===== src/rtl/pad_pkg.sv =====
// Shared NES/SNES pad definitions: button indices, frame lengths and FSM encoding.
// The receiver imports this package too, so the bit order lives in one place.
package pad_pkg;

  localparam int BTN_A      = 0;
  localparam int BTN_B      = 1;
  localparam int BTN_SELECT = 2;
  localparam int BTN_START  = 3;
  localparam int BTN_UP     = 4;
  localparam int BTN_DOWN   = 5;
  localparam int BTN_LEFT   = 6;
  localparam int BTN_RIGHT  = 7;
  localparam int BTN_X      = 8;
  localparam int BTN_Y      = 9;
  localparam int BTN_L      = 10;
  localparam int BTN_R      = 11;

  localparam int NES_FRAME_BITS  = 8;
  localparam int SNES_FRAME_BITS = 16;

  localparam logic [1:0] ST_IDLE  = 2'd0;
  localparam logic [1:0] ST_LATCH = 2'd1;
  localparam logic [1:0] ST_SHIFT = 2'd2;
  localparam logic [1:0] ST_DONE  = 2'd3;

endpackage


===== src/rtl/pad_controller_emulator_if.sv =====
// Host-side pad pins: latch and clock from the host, serial data back to it.
interface pad_controller_emulator_if;
  logic pad_latch;
  logic pad_clk;
  logic pad_data;

  modport master (output pad_latch, output pad_clk, input pad_data);
  modport slave  (input pad_latch, input pad_clk, output pad_data);
endinterface


===== src/rtl/pad_sync_edge.sv =====
// Multi-flop synchronizer for an asynchronous pin followed by a history flop
// that yields single-cycle rise/fall strobes in the system clock domain.
module pad_sync_edge #(
  parameter int SYNC_STAGES = 2,
  parameter bit RST_VAL     = 1'b0
) (
  input  logic clk,
  input  logic rst_n,
  input  logic pin,
  output logic rise,
  output logic fall
);

  logic [SYNC_STAGES-1:0] sync;
  logic                   hist;
  logic                   level;

  always_ff @(posedge clk) begin
    if (!rst_n) begin
      sync <= {SYNC_STAGES{RST_VAL}};
      hist <= RST_VAL;
    end else begin
      sync <= {sync[SYNC_STAGES-2:0], pin};
      hist <= sync[SYNC_STAGES-1];
    end
  end

  assign level = sync[SYNC_STAGES-1];
  assign rise  = level & ~hist;
  assign fall  = ~level & hist;

endmodule


===== src/rtl/pad_controller_emulator.sv =====
// Device-side NES/SNES pad: captures buttons on latch, shifts them out
// active-low on each host clock rising edge.
module pad_controller_emulator
  import pad_pkg::*;
#(
  parameter int SYNC_STAGES = 2
) (
  input  logic                      system_clk_25MHz,
  input  logic                      rst_n,
  input  logic                      snes_mode,
  input  logic [11:0]               buttons,
  pad_controller_emulator_if.slave  pad,
  output logic                      frame_done,
  output logic                      busy
);

  logic        lat_rise, lat_fall, clk_rise, clk_fall_unused;
  logic [1:0]  state;
  logic [15:0] sr, load;
  logic        mode;
  logic [4:0]  bit_cnt, frame_len;

  pad_sync_edge #(.SYNC_STAGES(SYNC_STAGES), .RST_VAL(1'b0)) u_lat_sync (
    .clk(system_clk_25MHz), .rst_n(rst_n), .pin(pad.pad_latch),
    .rise(lat_rise), .fall(lat_fall)
  );

  // pad_clk idles high, so its synchronizer resets high to avoid a false edge
  pad_sync_edge #(.SYNC_STAGES(SYNC_STAGES), .RST_VAL(1'b1)) u_clk_sync (
    .clk(system_clk_25MHz), .rst_n(rst_n), .pin(pad.pad_clk),
    .rise(clk_rise), .fall(clk_fall_unused)
  );

  always_comb begin
    if (snes_mode)
      load = {4'hF,
              ~buttons[BTN_R], ~buttons[BTN_L], ~buttons[BTN_X], ~buttons[BTN_A],
              ~buttons[BTN_RIGHT], ~buttons[BTN_LEFT], ~buttons[BTN_DOWN], ~buttons[BTN_UP],
              ~buttons[BTN_START], ~buttons[BTN_SELECT], ~buttons[BTN_Y], ~buttons[BTN_B]};
    else
      load = {8'hFF,
              ~buttons[BTN_RIGHT], ~buttons[BTN_LEFT], ~buttons[BTN_DOWN], ~buttons[BTN_UP],
              ~buttons[BTN_START], ~buttons[BTN_SELECT], ~buttons[BTN_B], ~buttons[BTN_A]};
  end

  assign frame_len = mode ? 5'(SNES_FRAME_BITS) : 5'(NES_FRAME_BITS);
  assign busy      = (state == ST_LATCH) || (state == ST_SHIFT);

  always_ff @(posedge system_clk_25MHz) begin
    if (!rst_n) begin
      state        <= ST_IDLE;
      sr           <= '1;
      mode         <= 1'b0;
      bit_cnt      <= '0;
      pad.pad_data <= 1'b1;
      frame_done   <= 1'b0;
    end else begin
      frame_done <= 1'b0;
      case (state)
        ST_IDLE, ST_DONE: begin
          if (lat_rise) begin
            state        <= ST_LATCH;
            sr           <= load;
            mode         <= snes_mode;
            pad.pad_data <= load[0];
          end else begin
            pad.pad_data <= 1'b1;
          end
        end
        ST_LATCH: begin
          if (lat_fall) begin
            state   <= ST_SHIFT;
            bit_cnt <= '0;
          end else begin
            sr           <= load;
            mode         <= snes_mode;
            pad.pad_data <= load[0];
          end
        end
        ST_SHIFT: begin
          // a new latch aborts the frame and takes priority over a clock edge
          if (lat_rise) begin
            state        <= ST_LATCH;
            sr           <= load;
            mode         <= snes_mode;
            pad.pad_data <= load[0];
          end else if (bit_cnt == frame_len) begin
            state        <= ST_DONE;
            frame_done   <= 1'b1;
            pad.pad_data <= 1'b1;
          end else if (clk_rise) begin
            sr           <= {1'b1, sr[15:1]};
            pad.pad_data <= sr[1];
            bit_cnt      <= bit_cnt + 5'd1;
          end
        end
        default: state <= ST_IDLE;
      endcase
    end
  end

endmodule


===== src/flat_wrapper.sv =====
// flat-port wrapper written by rule: the top's interface ports become plain ports
module pad_controller_emulator_flat import pad_pkg::*;
#(
  parameter int SYNC_STAGES = 2
)
  (system_clk_25MHz, rst_n, snes_mode, buttons, frame_done, busy, pad_pad_latch, pad_pad_clk, pad_pad_data);
  pad_controller_emulator_if pad_i ();
  input  logic system_clk_25MHz;
  input  logic rst_n;
  input  logic snes_mode;
  input  logic [11:0] buttons;
  output logic frame_done;
  output logic busy;
  input wire logic [$bits(pad_i.pad_latch)-1:0] pad_pad_latch;
  input wire logic [$bits(pad_i.pad_clk)-1:0] pad_pad_clk;
  output wire logic [$bits(pad_i.pad_data)-1:0] pad_pad_data;
  assign pad_i.pad_latch = pad_pad_latch;
  assign pad_i.pad_clk = pad_pad_clk;
  assign pad_pad_data = pad_i.pad_data;
  pad_controller_emulator #(.SYNC_STAGES(SYNC_STAGES)) u_core (.system_clk_25MHz(system_clk_25MHz), .rst_n(rst_n), .snes_mode(snes_mode), .buttons(buttons), .pad(pad_i), .frame_done(frame_done), .busy(busy));
endmodule

===== config.mk =====
export PLATFORM = sky130hd
export DESIGN_NAME = pad_controller_emulator_flat
export DESIGN_NICKNAME = d
export VERILOG_FILES = /design/src/rtl/pad_pkg.sv /design/src/rtl/pad_controller_emulator_if.sv /design/src/rtl/pad_sync_edge.sv /design/src/rtl/pad_controller_emulator.sv /design/src/flat_wrapper.sv
export SDC_FILE = /design/constraint.sdc
export NUM_CORES = 1
export LEC_CHECK = 0
export CAP_MARGIN = 20
export CORE_ASPECT_RATIO = 1.5
export CORE_UTILIZATION = 55
export CTS_BUF_LIST = sky130_fd_sc_hd__clkbuf_4
export DETAILED_ROUTE_END_ITERATION = 10
export DONT_BUFFER_PORTS = 1
export GPL_TIMING_DRIVEN = 1
export PLACE_DENSITY = 0.77
export SLEW_MARGIN = 20
export SYNTH_ARGS = -nofsm -noshare
export SYNTH_HDL_FRONTEND = slang
export SYNTH_SLANG_ARGS = --single-unit

===== constraint.sdc =====
create_clock -name system_clk_25MHz -period 3.24 [get_ports system_clk_25MHz]
set_input_delay 0.324 -clock system_clk_25MHz [delete_from_list [all_inputs] [get_ports system_clk_25MHz]]
set_output_delay 0.324 -clock system_clk_25MHz [all_outputs]
set_load 0.02 [all_outputs]

# Word-level counts from Yosys, hierarchy flattened
# Index checks and enable logic that the tools add are counted.
[word_totals] register_bits=32 inputBits=17 output_inout_bits=3 wordCells=85
[op_classes] add_sub_neg=1 eq_ne=15 mux=28 bitwise=20 reduce_logical=11
[ops] op="$mux 16" n=5
[ops] op="$pmux 16 s3" n=1
[ops] op="$mux 5" n=5
[ops] op="$not 1->1" n=17
[ops] op="$mux 12" n=1
[ops] op="$pmux 5 s2" n=1
[ops] op="$mux 1" n=8
[ops] op="$mux 2" n=4
[ops] op="$ne 2x1->1 const B" n=4
[ops] op="$ne 2x2->1 const B" n=3
[ops] op="$ne 3x2->1 const B" n=2
[ops] op="$pmux 2 s3" n=1
[ops] op="$reduce_or 3->1" n=2
[ops] op="$add 5x1->5 const B" n=1
[ops] op="$eq 5x5->1" n=1
[ops] op="$reduce_and 5->1" n=1
[ops] op="$eq 2x2->1 const B" n=2
[ops] op="$ne 4x2->1 const B" n=1
[ops] op="$reduce_and 2->1" n=2
[ops] op="$reduce_and 4->1" n=1
[ops] op="$and 1x1->1" n=3
[ops] op="$ne 3x1->1 const B" n=1
[ops] op="$pmux 1 s3" n=1
[ops] op="$reduce_and 3->1" n=1
[ops] op="6 further kinds" n=6

# Longest topological paths before layout
# Gate-level depths: netlist of the first run.
[logic_depth] depth_word=6 depth_mapped=8

# Modules after synthesis
# Synthesis of the first run repeated with hierarchy kept, for this count alone.
[unflattened] hier_cells=167 hier_area_um2=1522.7
[modules_own_cells] mod="pad_controller_emulator" n_inst=1 cells_per_inst=151 area_each_um2=1340.0
[modules_own_cells] mod="pad_sync_edge" n_inst=2 cells_per_inst=8 area_each_um2=91.3

# Worst setup path before layout of the first run
# OpenSTA, ideal clock, no wires.
[synth_path] path_kind="register to register" startpoint="reg u_core.state[0]" endpoint="reg u_core.sr[8]" setup_time_ns=0.063 arrival_time_ns=1.487 required_time_ns=3.177 path_slack_ns=1.690 stages_incl_launch_ff=9 n_path_buf=2 period_less_slack_ns=1.550 path_cell_list="dfxtp_1 -> inv_1 -> ha_1 -> clkbuf_8 -> nand2_1 -> clkbuf_1 -> nor2_1 -> a311o_1 -> nand3_1"
[synth_between] elab_chain_len=4 elab_cells_between_ends=11 cone_classes="eq/ne (7); mux (1); reduce/logical (3)"
[synth_rtl] item="from (decl)" line_no="pad_controller_emulator.sv:18" rtl="logic [1:0] state;"
[synth_rtl] item="from (signal assigned)" line_no="pad_controller_emulator.sv:51" rtl="state <= ST_IDLE;"
[synth_rtl] item="from (signal assigned)" line_no="pad_controller_emulator.sv:62" rtl="state <= ST_LATCH;"
[synth_rtl] item="from (signal assigned)" line_no="pad_controller_emulator.sv:72" rtl="state <= ST_SHIFT;"
[synth_rtl] item="$eq 2x2->1 or $logic_not 2->1 (tied branches)" line_no="pad_controller_emulator.sv:59" rtl="case (state)"
[synth_rtl] item="$reduce_or 2->1" line_no="pad_controller_emulator.sv:59"
[synth_rtl] item="$ne 2x1->1 (no source line)"
[synth_rtl] item="$reduce_and 4->1 (no source line)"
[synth_rtl] item="to (signal assigned)" line_no="pad_controller_emulator.sv:63" rtl="sr <= load;"
[synth_rtl] item="to (signal assigned)" line_no="pad_controller_emulator.sv:75" rtl="sr <= load;"
[synth_rtl] item="to (signal assigned)" line_no="pad_controller_emulator.sv:84" rtl="sr <= load;"
[synth_rtl] item="to (decl)" line_no="pad_controller_emulator.sv:19" rtl="logic [15:0] sr, load;"
# Parallel ways exist; a longest one is shown, timed or not.
# A chain may end at the register's enable or synchronous reset.

# Worst setup path after layout of the first run
[layout_path] startpoint="reg u_core.state[1]" endpoint="reg u_core.sr[8]"
# The elaborated chain is that of the path after synthesis.

==> impl_metrics.py, run 1 <==
metrics = {
    "clock_network": {
        "clkSlewWorstSetupHoldPaths_ns": 0.14,
        "clk_path_buf_depth": 2,
        "cts_hold_buffers": 0,
        "cts_root_buffer": "clkbuf_4",
        "post_cts_buffers": 0,
        "cts.sinks": 27,
        "cts_made_buffers": 3,
        "htreeDepth": 1,
        "cts_tree": "built",
        "clock_latency_ns": 0.33,
        "cts_resized": 0,
    },
    "synth": {
        "synthArstFlopShare_pct": 0,
        "synth_flop_cell": "dfxtp_1",
        "synth_common_cells": "27 x dfxtp_1, 22 x nand2_1, 14 x o21ai_0",
        "yosysWarnings": 0,
        "yosysSeqAreaShare_pct": 39.5,
        "ys_ff_latch": 27,
        "yosysMostFrequentCell": "dfxtp_1",
        "synth_top_area_cell": "dfxtp_1",
        "synth_top_area_share_pct": 39.5,
        "synth_area_sq_um": 1370,
        "netlist_top_cells_area": "dfxtp_1 39%, nand2_1 6.0%, o21ai_0 5.1%, o211ai_1 4.9%, ha_1 4.6%",
        "syn_nets": 182,
        "synth_edf_count": 0,
        "netlist_instances": 160,
        "ys_types": 46,
        "avgSynthCellArea_sq_um": 8.56,
    },
    "drt": {
        "wl_per_cell_um": 14.0,
        "vias_per_cell": 6.13,
        "postRouteAntennaNets": 0,
        "drt-total-wl_um": 2490,
        "route.detailed.drc": 0,
        "firstDrtPassIters": 4,
        "vias": 1091,
        "drt_iter0_drc": 31,
    },
    "critical_path": {
        "path_max_fanout": 21,
        "end_kind": "flop",
        "cp-start-kind": "flop",
        "worstPathCellList": "inv_1 -> ha_1 -> nand3b_1 -> a21boi_1 -> nand3_1 -> a311o_1 -> nand3_1",
        "slowest_delay_ns": 0.53,
        "r2r-start": "u_core.state[1]",
        "r2r-end": "u_core.sr[8]",
        "worstPathArrival_ns": 2.52,
        "r2r_cells": 7,
        "path_class": "reg -> reg",
        "r2r_slack_ns": 1.01,
        "crit_path_top_delay_cell": "nand3_1",
        "critPathRequiredTime_ns": 3.53,
        "crit_top_cell": "nand3_1",
    },
    "run_status": {
        "outcome": "finished clean",
    },
    "sta": {
        "hold_slack_ns": 0.0480,
        "drv_slew": 0,
        "final_hold_viol_count": 0,
        "max_slew_margin_pct": 52.9,
        "rsz0062_at_grt": "no",
        "post-route-min-period_ns": 2.23,
        "finalCritPeriodShare_pct": 68.9,
        "fmax_ghz": 0.448,
        "setup_violations": 0,
        "finClkSkew_ns": 0.00198,
        "tns_ns": 0,
        "worst_slew_pin_slew_ns": 0.705,
        "setup_ws_ns": 1.01,
    },
    "min_path": {
        "holdPathStages": 1,
        "hold_class": "in -> reg",
        "hold-path-endpoint": "u_core.u_clk_sync.sync[0]",
        "hp-start": "rst_n",
    },
    "final_layout": {
        "multi_input_area_sq_um": 748,
        "drive_above_1_share_pct": 8.39,
        "n_antenna_cell": 0,
        "regArea_sq_um": 541,
        "fillers": 198,
        "final_cell_area_sq_um": 1380,
        "areaGrowthSynthToFinish_pct": 0.731,
        "nets": 178,
    },
    "floorplan": {
        "initial_core_util_pct": 59.9,
        "ios": 20,
        "die_area_sq_um": 2700,
        "die_w_um": 42.7,
        "rows": 21,
        "die_y_um": 63.1,
        "core_sq_um": 2290,
    },
    "placed_design": {
        "dpl.hpwl_um": 1850,
        "io_buffer_count": 0,
        "place_area_sq_um": 1350,
        "place_ws_ns": 1.06,
        "place.gp.congestion": 0.857,
    },
    "power_and_ir_drop": {
        "power_density_nw_per_um2": 762,
        "peakVddDrop_mv": 0.498,
        "total_leakage_power_nw": 0.567,
    },
    "grt": {
        "grt_pass1_wl_um": 4280,
        "grt_pass1_vias": 1059,
        "grt.total_usage_pct": 20.0,
        "grt_overflow": 0,
        "grt_max_degree": 30,
        "grt_antenna_before_repair": 0,
    },
    "run": {
        "maxCapViolCount": 0,
    },
}
-- power by group --
| part | switching [mW] | leakage, nW | internal (mW) |
|---|---|---|---|
| Clock | 0.102 | 0.0177 | 0.0465 |
| Combinational | 0.298 | 0.327 | 0.159 |
| Sequential | 0.0455 | 0.222 | 0.401 |
-- per-layer routing --
layer / share of wire [%] / wire length (um) / up-vias / GRT usage (%)
li1: - / - / 558 / -
met1: 46 / 1130 / 505 / 23.0
met2: 49 / 1220 / 23 / 34.8
met3: 3.4 / 84 / 5 / 2.87
met4: 2.0 / 50 / 0 / 9.38
met5: 0 / 0 / - / 0
-- sequential cells by signal (all words and copies together) (netlist names), 2 cells and up --
name                    flops
u_core.state                2
u_core.u_lat_sync.sync      2
u_core.u_clk_sync.sync      2
u_core.sr                  11
u_core.bit_cnt              5
-- worst max-delay path, delay by kind of cell (launching register included) --
family	cells	cell delay [ns]
AOI/OAI and AO/OA	2	0.76
and+or+nand+nor	3	0.75
DFF	1	0.38
adders and majority gates	1	0.24
buffers and inverters	1	0.07
-- cell families (layout without fill, tap and decap cells) --
kind of cell / count (synthesis) / count (layout) / synth area share [%]
AOI/OAI and AO/OA: 47 / 47 / 24.1
muxes: 2 / 2 / 1.55
xor gates and xnor gates: 1 / 1 / 0.640
DFF: 27 / 27 / 39.5
adders and majority gates: 5 / 5 / 4.57
and+or+nand+nor: 60 / 60 / 23.8
buffers and inverters: 18 / 13 / 5.85
-- cells in the final DEF (no fill, tap or decap), types with 2 or more instances in the layout --
master	instances
dfxtp_1	27
nand2_1	22
o21ai_0	14
inv_1	9
o211ai_1	9
a21oi_1	7
nor2_1	6
nand3_1	6
nand2b_1	5
ha_1	5
and2_1	3
and4_1	3
clkbuf_4	3
nor2b_1	2
o21a_1	2
or3_1	2
nand4_1	2
and3_1	2
-- area by class of cell --
| class | count | area share, % |
|---|---|---|
| well taps | 23 | 2.09 |
| inverters | 9 | 2.45 |
| flip-flops and latches | 27 | 39.2 |
| multi-input cells | 115 | 54.3 |
| clock inverters | 1 | 0.363 |
| clock buffers | 3 | 1.63 |
-- worst max path at each step --
stage / end / cells past startpoint / start / slack (ns)
2_1_floorplan: u_core.sr[8] / 8 / u_core.state[0] / 1.69
3_3_place_gp: u_core.sr[8] / 6 / u_core.state[0] / 1.14
3_5_place_dp: u_core.sr[8] / 7 / u_core.state[1] / 1.06
4_1_cts: u_core.sr[8] / 7 / u_core.state[1] / 1.02
5_1_grt: u_core.sr[8] / 7 / u_core.state[1] / 0.79
6_report: u_core.sr[8] / 7 / u_core.state[1] / 1.01
-- stage by stage --
| step | std cells | power, mW | util, % |
|---|---|---|---|
| 2_1_floorplan | 160 | 0.857 | - |
| 3_3_place_gp | 174 | 0.891 | 59.1 |
| 3_5_place_dp | 174 | 0.909 | 59.1 |
| 4_1_cts | 178 | 1.05 | 60.3 |
| 5_1_grt | 178 | 1.14 | 60.3 |
| 6_report | 178 | 1.05 | 60.3 |
No activity file was read; power rests on OpenSTA's default activity.
==> run 2: changes to the inputs <==
--- a/config.mk
+++ b/config.mk
@@ -12,7 +12,7 @@
 export DETAILED_ROUTE_END_ITERATION = 10
 export DONT_BUFFER_PORTS = 1
 export GPL_TIMING_DRIVEN = 1
-export PLACE_DENSITY = 0.77
+export PLACE_DENSITY = 0.8
 export SLEW_MARGIN = 20
 export SYNTH_ARGS = -nofsm -noshare
 export SYNTH_HDL_FRONTEND = slang
==> constraint.sdc (replaced) <==
create_clock -name system_clk_25MHz -period 1.93 [get_ports system_clk_25MHz]
set_input_delay 0.193 -clock system_clk_25MHz [delete_from_list [all_inputs] [get_ports system_clk_25MHz]]
set_output_delay 0.193 -clock system_clk_25MHz [all_outputs]
set_load 0.02 [all_outputs]
==> run 2 against run 1 <==
Register-to-register slack got worse by 0.85 ns. Via count rose by 7.4%. Highest routed layer unchanged. Sequential cell count did not move. Largest power group unchanged. Critical endpoint is now u_core.sr[1]. Sequential power rose by 69%.
==> impl_metrics.py, run 2 (synthesized netlist as in run 1, its figures left out) <==
metrics = {
    "clock_network": {
        "cts_root_buffer": "clkbuf_4",
        "cts_tree": "built",
        "clk_path_buf_depth": 2,
        "cts.sinks": 27,
        "cts_made_buffers": 3,
        "clock_latency_ns": 0.33,
        "htreeDepth": 1,
        "clkSlewWorstSetupHoldPaths_ns": 0.14,
        "post_cts_buffers": 0,
    },
    "drt": {
        "firstDrtPassIters": 4,
        "drt-total-wl_um": 2660,
        "postRouteAntennaNets": 0,
        "vias_per_cell": 6.34,
        "drt_iter0_drc": 26,
        "route.detailed.drc": 0,
        "wl_per_cell_um": 14.4,
        "vias": 1172,
    },
    "floorplan": {
        "ios": 20,
        "core_sq_um": 2290,
        "die_area_sq_um": 2700,
        "initial_core_util_pct": 59.9,
        "rows": 21,
        "die_w_um": 42.7,
        "die_y_um": 63.1,
    },
    "sta": {
        "fmax_ghz": 0.564,
        "max_slew_margin_pct": 58.1,
        "tns_ns": 0,
        "setup_violations": 0,
        "finClkSkew_ns": 0.00264,
        "worst_slew_pin_slew_ns": 0.626,
        "drv_slew": 0,
        "final_hold_viol_count": 0,
        "finalCritPeriodShare_pct": 91.9,
        "rsz0062_at_grt": "no",
        "post-route-min-period_ns": 1.77,
    },
    "critical_path": {
        "path_depth": 7,
        "r2r-end": "u_core.sr[1]",
        "crit_path_top_delay_cell": "dfxtp_1",
        "worstPathCellList": "inv_1 -> ha_1 -> nand3b_1 -> a21boi_1 -> nand3_1 -> buf_4 -> o311ai_2",
        "r2r_slack_ns": 0.16,
        "cp-start-kind": "flop",
        "worstPathArrival_ns": 2.02,
        "path_class": "reg -> reg",
        "r2r-start": "u_core.state[1]",
        "critPathRequiredTime_ns": 2.18,
        "cp_num_buf_inv": 2,
        "r2r_cells": 7,
        "end_kind": "flop",
        "slowest_delay_ns": 0.39,
        "path_max_fanout": 20,
        "crit_family": "compound AO/OA/AOI/OAI gates",
    },
    "grt": {
        "grt_pass1_wl_um": 4350,
        "grt_pass1_vias": 1058,
        "grt_max_degree": 21,
        "grt_overflow": 0,
        "grt.total_usage_pct": 20.3,
        "grt_antenna_before_repair": 0,
    },
    "final_layout": {
        "fin_cells": 185,
        "final_cell_mix": "27 x dfxtp_1, 22 x nand2_1, 14 x o21ai_0",
        "nets": 185,
        "drive_above_1_share_pct": 9.88,
        "n_antenna_cell": 0,
        "reg_top3": "u_core.sr (11), u_core.bit_cnt (5)",
        "regMostFlops": "u_core.sr",
        "final_common_cell": "dfxtp_1",
        "largest_register_ffs": 11,
        "areaGrowthSynthToFinish_pct": 5.30,
    },
    "power_and_ir_drop": {
        "total_leakage_power_nw": 0.596,
        "peakVddDrop_mv": 0.882,
        "power_density_nw_per_um2": 1280,
    },
    "min_path": {
        "hp-start": "rst_n",
        "hold-path-endpoint": "u_core.bit_cnt[1]",
        "holdPathStages": 1,
        "hold_class": "in -> reg",
    },
    "run_status": {
        "outcome": "finished clean",
    },
    "placed_design": {
        "io_buffer_count": 0,
        "place.gp.congestion": 0.813,
        "dpl.hpwl_um": 1930,
        "post-place-cells": 177,
    },
    "run": {
        "maxCapViolCount": 0,
    },
}
## run 2: changes by cell type in the layout (fill, tap and decap cells not counted), sizes merged
cell         previous run  this run
dlygate4sd3             0         4
buf                     0         3
## run 2: how the worst max path moves through the flow
stage,start,end,slack (ns)
finish,u_core.state[1],u_core.sr[1],0.16
global route,u_core.state[1],u_core.sr[1],0.07
CTS,u_core.state[0],u_core.sr[1],0.20
detailed placement,u_core.state[1],u_core.sr[1],0.28
global placement,u_core.state[1],u_core.sr[1],0.32
floorplan,u_core.state[0],u_core.sr[8],0.38
## run 2: cell type report
| class | count | area [sq um] |
|---|---|---|
| clock inverters | 1 | 5.00 |
| flip-flops and latches | 27 | 541 |
| fillers | 202 | 845 |
| clock buffers | 3 | 22.5 |
| multi-input cells | 115 | 748 |
| well taps | 23 | 28.8 |
| inverters | 9 | 33.8 |
| repair buffers | 7 | 62.6 |
## run 2: report_power, final
group / switching [mW] / leakage [nW] / internal [mW]
combinational: 0.520 / 0.357 / 0.324
clock: 0.166 / 0.0177 / 0.0779
sequential: 0.0799 / 0.222 / 0.673
## run 2: layer usage
| layer | global-route usage (%) | wire length [um] | part of all wire (%) |
|---|---|---|---|
| met4 | 7.03 | 54 | 2.0 |
| met5 | 0 | 0 | 0 |
| met3 | 1.72 | 84 | 3.2 |
| met1 | 22.3 | 1130 | 42 |
| met2 | 38.6 | 1390 | 52 |
## run 2: stage by stage
step           utilization [%]  instance area [sq um]  power, mW  hold WS (ns)  setup slack [ns]
2_1_floorplan                -                   1370       1.44         0.294             0.380
3_3_place_gp              60.1                   1370       1.56         0.270             0.319
3_5_place_dp              60.1                   1370       1.59         0.272             0.275
4_1_cts                   63.1                   1440       1.85        0.0102             0.198
5_1_grt                   63.1                   1440       1.98      0.000768            0.0695
6_report                  63.1                   1440       1.84        0.0180             0.157
## run 2: repair_timing
action / in CTS / in global routing
endpoints found under the hold margin: 19 / 0
resized for setup: 0 / 0
hold buffers: 4 / 0
==> RTL edit: new RTL, config.mk and constraints of run 1 <==
`SYNC_STAGES` is set to 2 in 3 places; all go to 4.
--- a/src/rtl/pad_sync_edge.sv
+++ b/src/rtl/pad_sync_edge.sv
@@ -1,7 +1,7 @@
 // Multi-flop synchronizer for an asynchronous pin followed by a history flop
 // that yields single-cycle rise/fall strobes in the system clock domain.
 module pad_sync_edge #(
-  parameter int SYNC_STAGES = 2,
+  parameter int SYNC_STAGES = 4,
   parameter bit RST_VAL     = 1'b0
 ) (
   input  logic clk,
--- a/src/rtl/pad_controller_emulator.sv
+++ b/src/rtl/pad_controller_emulator.sv
@@ -3,7 +3,7 @@
 module pad_controller_emulator
   import pad_pkg::*;
 #(
-  parameter int SYNC_STAGES = 2
+  parameter int SYNC_STAGES = 4
 ) (
   input  logic                      system_clk_25MHz,
   input  logic                      rst_n,
--- a/src/flat_wrapper.sv
+++ b/src/flat_wrapper.sv
@@ -1,7 +1,7 @@
 // flat-port wrapper written by rule: the top's interface ports become plain ports
 module pad_controller_emulator_flat import pad_pkg::*;
 #(
-  parameter int SYNC_STAGES = 2
+  parameter int SYNC_STAGES = 4
 )
   (system_clk_25MHz, rst_n, snes_mode, buttons, frame_done, busy, pad_pad_latch, pad_pad_clk, pad_pad_data);
   pad_controller_emulator_if pad_i ();
Function: changed (Yosys sat finds a counterexample within 4 cycles, from zero or initial values and one cycle with rst_n low).
==> RTL edit against run 1 <==
- sequential cell count is 4 higher
- final area is 20% higher
- worst setup slack worse by 0.17 ns
- count of clock-buffer cells in the layout increased by 3
- non-clock buffer count is 2 higher
- via count is 15% higher
- synthesized area increased by 16%
- maximum frequency fell by 7.0%
- wire length increased by 23%
- critical path type unchanged
- highest routed layer unchanged
Power is not compared: it rests on default switching activity, and its combinational part moved more than twofold at a synthesized area within 25%.
==> RTL edit: results (changes against run 1) <==
[clock_network]
htree_levels=2  ; +1
clkSlewWorstSetupHoldPaths_ns=0.10  ; -0.04 ns
cts-buffers-inserted=5  ; +2

[global_route]
first_pass_grt_wire_length_um=4930  ; +15%
globalRouteMet1Util_pct=20.1  ; -2.9 points
grt_pass1_vias=1171  ; +11%
groute.layer.met3.usage_pct=4.22  ; +1.4 points
largest_net_degree_at_the_start_of_global_routing=37  ; +23%
grt.total_usage_pct=22.2  ; +2.3 points

[yosys]
synth_top_cells_by_count=sky130_fd_sc_hd__dfxtp_1, sky130_fd_sc_hd__and2_1, sky130_fd_sc_hd__nor2_1, sky130_fd_sc_hd__o31ai_1, sky130_fd_sc_hd__nand2b_1
synth-seq-area-share_pct=39.0  ; -0.53 points
yosysUniqueCellTypes=34  ; -26%

[sta]
timing.clock.skew_ns=0.00983  ; +0.00786 ns
fin_hold_ws_ns=0.0525  ; +0.00453 ns
count_of_endpoints_failing_hold_in_the_final_timing_report=0  ; unchanged

[critical_path]
crit-reg2reg-capture=u_core.sr[9]
cp.arrival_ns=2.64  ; +0.12 ns
r2r_setup_slack_ns=0.84  ; -0.17 ns
r2r_cells=6  ; -1
critical_path_peak_fanout=13  ; -38%
maximum_cell_stage_delay_along_the_critical_path_ns=0.62  ; +0.09 ns
crit_path_top_delay_cell=sky130_fd_sc_hd__or3_1

[place]
place.gp.congestion=0.774  ; -9.8%
place_hpwl_um=2250  ; +21%

[route]
routedWlPerCell_um=14.5  ; +3.8%
drt-vias-per-instance=5.93  ; -3.2%

[outcome]
run_status=completed

[finish]
final_net_count=195  ; +9.6%
filler_cell_count=258  ; +30%
post_route_cells_drive_above_1_share_pct=8.62  ; +0.23 points

[worst_hold_path]
min_to=u_core.u_clk_sync.hist

==> RTL edit: changes by cell type after synthesis, sizes merged, moves of 8 or more <==
cell / run 1 / this run
and2: 3 / 12
mux2i: 1 / 10
nand2: 22 / 5
o211ai: 9 / 1
o21ai: 15 / 3
o311ai: 1 / 9
o31ai: 0 / 12
==> RTL edit: layer usage <==
metal	share of wire, %	vias to the layer above	routed length [um]
li1	-	625	-
met3	4.2	9	129
met4	2.2	0	68
met2	55	32	1680
met5	0	-	0
met1	39	586	1180
==> RTL edit: kinds of logic (layout without fill, tap and decap cells) <==
group	Yosys count	count (layout)	synth area share (%)
muxes	10	10	6.28
AOI/OAI and AO/OA	38	38	19.2
and+or+nand+nor	69	69	25.1
buffers and inverters	21	20	5.89
DFF	31	31	39.0
adders and majority gates	6	6	4.56
==> RTL edit: how the worst max path moves through the flow <==
stage | slack [ns] | endpoint | start | cells after the start
after detailed placement | 0.83 | u_core.sr[9] | u_core.state[0] | 6
final | 0.84 | u_core.sr[9] | u_core.state[0] | 6
after floorplan | 1.32 | u_core.sr[3] | u_core.state[0] | 7
after global placement | 0.95 | u_core.sr[10] | u_core.state[0] | 6
after CTS | 0.83 | u_core.sr[9] | u_core.state[0] | 6
after global routing | 0.65 | u_core.sr[10] | u_core.state[0] | 6
==> RTL edit: layout make-up <==
type	instances	area share, %
multi-input combinational	123	53.1
sequential	31	37.5
tap	37	2.80
clock buffer	6	2.72
inverter	10	2.27
timing repair buffer	2	0.907
clock inverter	2	0.756
==> RTL edit: worst max-delay path, delay by kind of cell (launching register included) <==
kind,cells,cell delay (ns)
AOI/OAI and AO/OA,2,0.66
adders and majority gates,1,0.36
buffers and inverters,2,0.28
DFF,1,0.39
and+or+nand+nor,1,0.62
==> RTL edit: report_power, final <==
part,internal [mW],switching (mW),total [mW]
logic,0.0940,0.109,0.203
registers,0.430,0.0313,0.462
clock network,0.0919,0.137,0.229
total,0.616,0.277,0.893
==> RTL edit: metrics by stage <==
step           utilization [%]  instance area, sq um  cells  setup WS, ns
6_report                  61.2                  1660    211         0.840
5_1_grt                   61.2                  1660    211         0.651
4_1_cts                   61.2                  1660    211         0.828
3_5_place_dp              59.1                  1600    203         0.833
3_3_place_gp              59.1                  1600    203         0.954
2_1_floorplan                -                  1590    175          1.32
